[config.mk]
export PLATFORM = sky130hd
export DESIGN_NAME = mult_share_arbiter
export DESIGN_NICKNAME = d
export VERILOG_FILES = /design/src/rtl/mult_share_arbiter.sv
export SDC_FILE = /design/constraint.sdc
export NUM_CORES = 1
export LEC_CHECK = 0
export BUFFER_PORTS_ARGS = -buffer_cell sky130_fd_sc_hd__buf_4
export CAP_MARGIN = 10
export CORE_MARGIN = 2
export CORE_UTILIZATION = 51
export DETAILED_ROUTE_END_ITERATION = 8
export GPL_TIMING_DRIVEN = 0
export HOLD_SLACK_MARGIN = 0.1
export MAX_ROUTING_LAYER = met4
export PLACE_DENSITY = 0.89
export SYNTH_ARGS = -nofsm -noshare
export SYNTH_HDL_FRONTEND = slang
export SYNTH_SLANG_ARGS = --single-unit
[constraint.sdc]
create_clock -name clk_in -period 5.55 [get_ports clk_in]
set_clock_uncertainty 0.2 [all_clocks]
set_input_delay 0.555 -clock clk_in [delete_from_list [all_inputs] [get_ports clk_in]]
set_output_delay 0.555 -clock clk_in [all_outputs]
set_load 0.05 [all_outputs]
[src/rtl/mult_share_arbiter.sv]
// mult_share_arbiter: lets NREQ requesters share one external multiplier.
// A round-robin pick in IDLE latches one requester's operands, a single start
// pulse launches the multiplier, the result (or a timeout abort) is held in
// RESP until the granted requester takes it.

module mult_share_arbiter #(
   parameter int NREQ    = 4,
   parameter int WIDTH   = 4,
   parameter int PWIDTH  = 2 * WIDTH,
   parameter int TIMEOUT = 16
) (
   input  logic                    clk_in,
   input  logic                    rst_in,
   input  logic [NREQ-1:0]         req_valid,
   input  logic [NREQ*WIDTH-1:0]   req_x,
   input  logic [NREQ*WIDTH-1:0]   req_y,
   output logic [NREQ-1:0]         req_ready,
   output logic [NREQ-1:0]         rsp_valid,
   input  logic [NREQ-1:0]         rsp_ready,
   output logic [PWIDTH-1:0]       rsp_product,
   output logic                    rsp_err,
   output logic [WIDTH-1:0]        mul_x,
   output logic [WIDTH-1:0]        mul_y,
   output logic                    mul_start,
   input  logic                    mul_ready,
   input  logic [PWIDTH-1:0]       mul_product,
   output logic                    busy
);

   localparam int IW = (NREQ > 1) ? $clog2(NREQ) : 1;
   localparam int CW = $clog2(TIMEOUT + 1);

   typedef enum logic [1:0] {
      IDLE,
      ISSUE,
      WAIT,
      RESP
   } state_t;

   state_t            state_q, state_d;
   logic [IW-1:0]     grant_q, grant_d;
   logic [IW-1:0]     lastGrant_q, lastGrant_d;
   logic [WIDTH-1:0]  x_q, x_d;
   logic [WIDTH-1:0]  y_q, y_d;
   logic [CW-1:0]     cnt_q, cnt_d;
   logic [PWIDTH-1:0] result_q, result_d;
   logic              err_q, err_d;

   logic [IW-1:0]     pick;
   logic              found;

   // Round-robin search: first valid requester starting just after the last one served
   always_comb begin
      logic [IW-1:0] idx;
      idx   = '0;
      pick  = '0;
      found = 1'b0;
      for (int i = 1; i <= NREQ; i++) begin
         idx = IW'((int'(lastGrant_q) + i) % NREQ);
         if (!found && req_valid[idx]) begin
            found = 1'b1;
            pick  = idx;
         end
      end
   end

   // Next-state and output decode; operand/result outputs are gated by state so they read 0 when idle
   always_comb begin
      state_d     = state_q;
      grant_d     = grant_q;
      lastGrant_d = lastGrant_q;
      x_d         = x_q;
      y_d         = y_q;
      cnt_d       = cnt_q;
      result_d    = result_q;
      err_d       = err_q;
      req_ready   = '0;
      rsp_valid   = '0;
      mul_start   = 1'b0;
      case (state_q)
         IDLE: begin
            if (found) begin
               req_ready[pick] = 1'b1;
               grant_d         = pick;
               x_d             = req_x[pick*WIDTH +: WIDTH];
               y_d             = req_y[pick*WIDTH +: WIDTH];
               state_d         = ISSUE;
            end
         end
         ISSUE: begin
            mul_start = 1'b1;
            cnt_d     = '0;
            state_d   = WAIT;
         end
         WAIT: begin
            cnt_d = cnt_q + 1'b1;
            if (cnt_q != '0 && mul_ready) begin
               result_d = mul_product;
               err_d    = 1'b0;
               state_d  = RESP;
            end else if (cnt_q == CW'(TIMEOUT - 1)) begin
               result_d = '0;
               err_d    = 1'b1;
               state_d  = RESP;
            end
         end
         RESP: begin
            rsp_valid[grant_q] = 1'b1;
            if (rsp_ready[grant_q]) begin
               lastGrant_d = grant_q;
               state_d     = IDLE;
            end
         end
         default: state_d = IDLE;
      endcase
      if (rst_in) begin
         req_ready = '0;
      end
   end

   assign busy        = (state_q != IDLE);
   assign mul_x       = (state_q == IDLE) ? '0 : x_q;
   assign mul_y       = (state_q == IDLE) ? '0 : y_q;
   assign rsp_product = (state_q == RESP) ? result_q : '0;
   assign rsp_err     = (state_q == RESP) ? err_q : 1'b0;

   // State registers; reset drops any in-flight operation and points last grant at NREQ-1
   always_ff @(posedge clk_in or posedge rst_in) begin
      if (rst_in) begin
         state_q     <= IDLE;
         grant_q     <= '0;
         lastGrant_q <= IW'(NREQ - 1);
         x_q         <= '0;
         y_q         <= '0;
         cnt_q       <= '0;
         result_q    <= '0;
         err_q       <= 1'b0;
      end else begin
         state_q     <= state_d;
         grant_q     <= grant_d;
         lastGrant_q <= lastGrant_d;
         x_q         <= x_d;
         y_q         <= y_d;
         cnt_q       <= cnt_d;
         result_q    <= result_d;
         err_q       <= err_d;
      end
   end

endmodule

## Word-level counts from Yosys, hierarchy flattened

Cells that the tools add are included.
W data, S select, Z words.

- Add/sub/neg operators: 5
- $mul: 0
- Div/mod/pow operators: 0
- Magnitude comparators: 8
- Equal/unequal tests: 7
- Shifts and indexed selects: 2
- Mux-type cells: 41
- Bitwise logic cells: 0
- Reductions and logical operators: 18

Operators with widths:

| cell | number |
|---|---|
| $shiftx A16 B5 Y4 | 2 |
| $mux W4 | 6 |
| $mux W8 | 3 |
| $lt A2 B3 Y1 const B | 6 |
| $mux W2 | 8 |
| $mux W1 | 15 |
| $bmux W1 S2 | 5 |
| $pmux W5 S2 | 1 |
| $pmux W2 S4 | 1 |
| $logic_and A1 B1 Y1 | 6 |
| $reduce_and A2 Y1 | 3 |
| $reduce_bool A2 Y1 | 3 |
| $add A5 B1 Y5 const B | 1 |
| $eq A5 B4 Y1 const B | 1 |
| $reduce_bool A5 Y1 | 1 |
| $add A2 B1 Y2 const B | 2 |
| $add A2 B2 Y2 const B | 2 |
| $demux W1 S2 | 2 |
| $eq A2 B2 Y1 const B | 2 |
| $ge A2 B1 Y1 const B | 2 |
| $ne A2 B2 Y1 const B | 2 |
| $logic_not A1 Y1 | 3 |
| $ne A3 B3 Y1 const B | 1 |
| $reduce_and A3 Y1 | 1 |
| 2 further kinds | 2 |

- Flip-flop bits (word level): 28
- Bits in latches: 0
- Bits in writable memories: 0
- Bits in read-only memories: 0
- Input bits: 51
- Output and inout port bits: 27
- Word-level logic and storage cells: 89
- Memories kept: 0

## Longest topological paths before layout

- Depth in word-level cells: 20
- Mapped depth: 7
- Depth with buffers taken out: 7

## Least setup slack after synthesis

No wires, ideal clock.

- Path kind: flip-flop to output port
- From: reg state_q[0]
- To: out req_ready[0]
- Arrival: 2702 ps
- Data required time: 4795 ps
- Path slack: 2093 ps
- Cell stages (with the launch flop): 7
- Buffers on the path: 0
- Cells stage by stage: dfrtp_1 > inv_1 > ha_1 > inv_1 > nor2_1 > a21boi_1 > nor3b_1

- Cells in the longest elaborated chain, start to end: 3

RTL lines:

| item | RTL line | RTL |
|---|---|---|
| start: declaration | 40 | `state_t state_q, state_d;` |
| start signal: assignment | 139 | `state_q <= state_d;` |
| $logic_not A2 Y1 | 80 | `case (state_q)` |
| $mux W4 | 80 |  |
| $mux W4 | 116 | `if (rst_in) begin` |
| end: declaration | 17 | `output logic [NREQ-1:0] req_ready,` |

Every way passes these cells.

## Worst setup path after layout

- From: reg state_q[0]
- To: out req_ready[1]

Same word-level chain as after synthesis.

==> impl_metrics.env <==
export IMPL_slew_viol_final=0
export IMPL_drt_first_pass_iters=4
export IMPL_p_sw_frac=0.510
export IMPL_slew_headroom=0.293
export IMPL_cts_setup_buffers=0
export IMPL_cts_buffers=3
export IMPL_start_kind="flop"
export IMPL_setup_tns_final_ns=0
export IMPL_routabilityCongestion=0.843
export IMPL_num_rows=21
export IMPL_antenna_found_initial=0
export IMPL_grt_usage=0.238
export IMPL_synthFlopType="dfrtp_1"
export IMPL_fin_crit_sh=0.568
export IMPL_outcome="finished, final reports clean"
export IMPL_grt_max_degree=30
export IMPL_required_ns=4.80
export IMPL_die_y_um=63.2
export IMPL_top_level_ports=78
export IMPL_cts_buffer_depth=2
export IMPL_rsz0062_at_grt="no"
export IMPL_leakage_nw=1.23
export IMPL_drv_cap=0
export IMPL_drc=0
export IMPL_yosys_cell_types_count=38
export IMPL_syn_nets=251
export IMPL_min_path_type="in -> reg"
export IMPL_synth_edff_count=0
export IMPL_drive_gt1_frac=0.343
export IMPL_die_area_sq_um=4000
export IMPL_gr_total_overflow=0
export IMPL_ys_seq_elements=28
export IMPL_dp_hpwl_mm=3.48
export IMPL_syn_inst=193
export IMPL_routedWlPerCell_um=13.8
export IMPL_async_reset_ff_frac=1.00
export IMPL_power_frac_seq=0.270
export IMPL_diodes=0
export IMPL_power_share_combinational=0.666
export IMPL_hold_viol_final=0
export IMPL_peakVddDrop_uv=390
export IMPL_grt_pass1_wl_mm=7.31
export IMPL_cts_tree="yes"
export IMPL_switchingPower_mw=0.682
export IMPL_area_growth_pct=37.0
export IMPL_post_cts_resized=0
export IMPL_yosysWarnings=0
export IMPL_first_global_vias=1647
export IMPL_internal_power_mw=0.654
export IMPL_clock_sinks=28
export IMPL_cts_hold_buf=0
export IMPL_min_period_ns=3.15
export IMPL_clk_pin_slew_worst_paths_ns=0.14
export IMPL_worstSetupPathType="reg -> out"
export IMPL_synth_area_sq_um=1790
export IMPL_routed_wl_mm=4.41
export IMPL_avgSynthCellArea_sq_um=9.26
export IMPL_dr_total_vias=1724
export IMPL_h_tree_depth=1
export IMPL_drt_iter0_drc=97
export IMPL_fin_nets=333
export IMPL_end_kind="output port"
export IMPL_setup_viol=0
export IMPL_p_clk_frac=0.064
export IMPL_tightestPinTransition_ns=1.06
export IMPL_portBuffers=77
export IMPL_powerDensity_nw_per_um2=545
export IMPL_die_x_um=63.2
export IMPL_clk_latency_ns=0.33
export IMPL_root_buffer="clkbuf_4"
export IMPL_core_sq_um=3360
export IMPL_cp_max_fo=10
export IMPL_ant_nets=0
export IMPL_max_freq_ghz=0.317
export IMPL_cp_arrival_ns=2.40
export IMPL_start_util=0.532
export IMPL_ys_seq_area_frac=0.393
export IMPL_routed_via_density=5.39
export IMPL_p_total_mw=1.34
-- final timing paths --
check                               startpoint      endpoint  slack, ns  cells after the start
worst max-delay path                state_q[0]  req_ready[1]       2.40                      7
worst min-delay path            mul_product[4]   result_q[4]       0.24                      2
worst max register to register  lastGrant_q[1]        y_q[0]       3.34                      6
worst min register to register     result_q[0]   result_q[0]       0.31                      1
max in group asynchronous               rst_in      cnt_q[2]       4.22                      2
min in group asynchronous               rst_in        y_q[1]       0.30                      2
-- logic make-up after synthesis --
group	count (synthesis)	share of synthesized area
AND/OR/NAND/NOR	77	0.211
AO/OA/AOI/OAI	44	0.192
adder cells (fa/ha/maj)	7	0.0490
buffers and inverters	24	0.0728
multiplexers	13	0.0819
flip-flops	28	0.393
-- placed cells by master, fill, tap and decap left out, types with 2 or more instances in the layout --
master and count:
a21oi_1 2, nor2b_1 8, a31oi_1 2, a221oi_1 8, clkbuf_4 3, nor3b_1 2, nor2_1 22, clkbuf_1 7
mux2_2 3, and3_1 3, inv_1 15, o21ai_0 7, nor3_1 4, dfrtp_1 26, and2_1 9, ha_1 7
dfstp_2 2, a211oi_1 8, buf_12 2, mux2i_1 9, buf_4 77, nand3_1 5, a22o_1 8, nand2_1 19
-- area by class of cell --
| type | instances | area, sq um |
|---|---|---|
| flip-flops and latches | 28 | 703 |
| plain buffers | 9 | 73.8 |
| repair buffers | 77 | 578 |
| fillers | 291 | 913 |
| well taps | 46 | 57.6 |
| clock buffers | 4 | 26.3 |
| inverters | 15 | 56.3 |
| multi-input cells | 141 | 955 |
-- registers in the layout (all words and copies together), names as in the netlist --
signal       cells
lastGrant_q      2
err_q            1
result_q         8
grant_q          2
y_q              4
cnt_q            5
state_q          2
x_q              4
-- metal layers --
layer / wire, um / vias to the layer above / global-route usage
met4: 38 / 0 / 0.0679
met3: 171 / 4 / 0.0518
met5: 0 / - / -
met2: 2360 / 49 / 0.418
met1: 1840 / 828 / 0.276
li1: - / 843 / -
-- worst max-delay path: stages (launching register included) --
cell and delay [ns]:
dfrtp_1 0.43, inv_1 0.11, ha_1 0.20, inv_1 0.07, nor2_1 0.13, a21boi_1 0.63, and3_2 0.30, buf_4 0.20
-- power groups by stage --
stage / clock network (mW) / logic (mW) / registers [mW]
after detailed placement: 0 / 0.890 / 0.364
final: 0.0858 / 0.889 / 0.360
after global routing: 0.0996 / 0.960 / 0.372
after floorplan: 0 / 0.664 / 0.348
after CTS: 0.0910 / 0.893 / 0.360
after global placement: 0 / 0.875 / 0.360
-- Yosys cell counts, drive strengths merged, types with 5 or more instances --
cell    number  area (sq um)
a211oi       8          60.1
a221oi       8          70.1
a22o         9          80.1
and2         9          56.3
clkbuf       6          22.5
dfrtp       26           651
ha           7          87.6
inv         15          56.3
mux2i        9          90.1
nand2       19          71.3
nand3        5          25.0
nor2        22          82.6
nor2b        8          50.1
o21ai        8          51.3
-- through the flow --
step | util | area (sq um) | setup WS [ns] | hold WS, ns | std cells
3_3_place_gp | 0.721 | 2420 | 2.73 | 0.271 | 316
4_1_cts | 0.728 | 2450 | 2.35 | 0.228 | 320
3_5_place_dp | 0.721 | 2420 | 2.70 | 0.274 | 316
2_1_floorplan | - | 1790 | 2.09 | 0.255 | 193
6_report | 0.728 | 2450 | 2.40 | 0.239 | 320
5_1_grt | 0.728 | 2450 | 2.19 | 0.214 | 320
(Power assumes the default switching activity.)
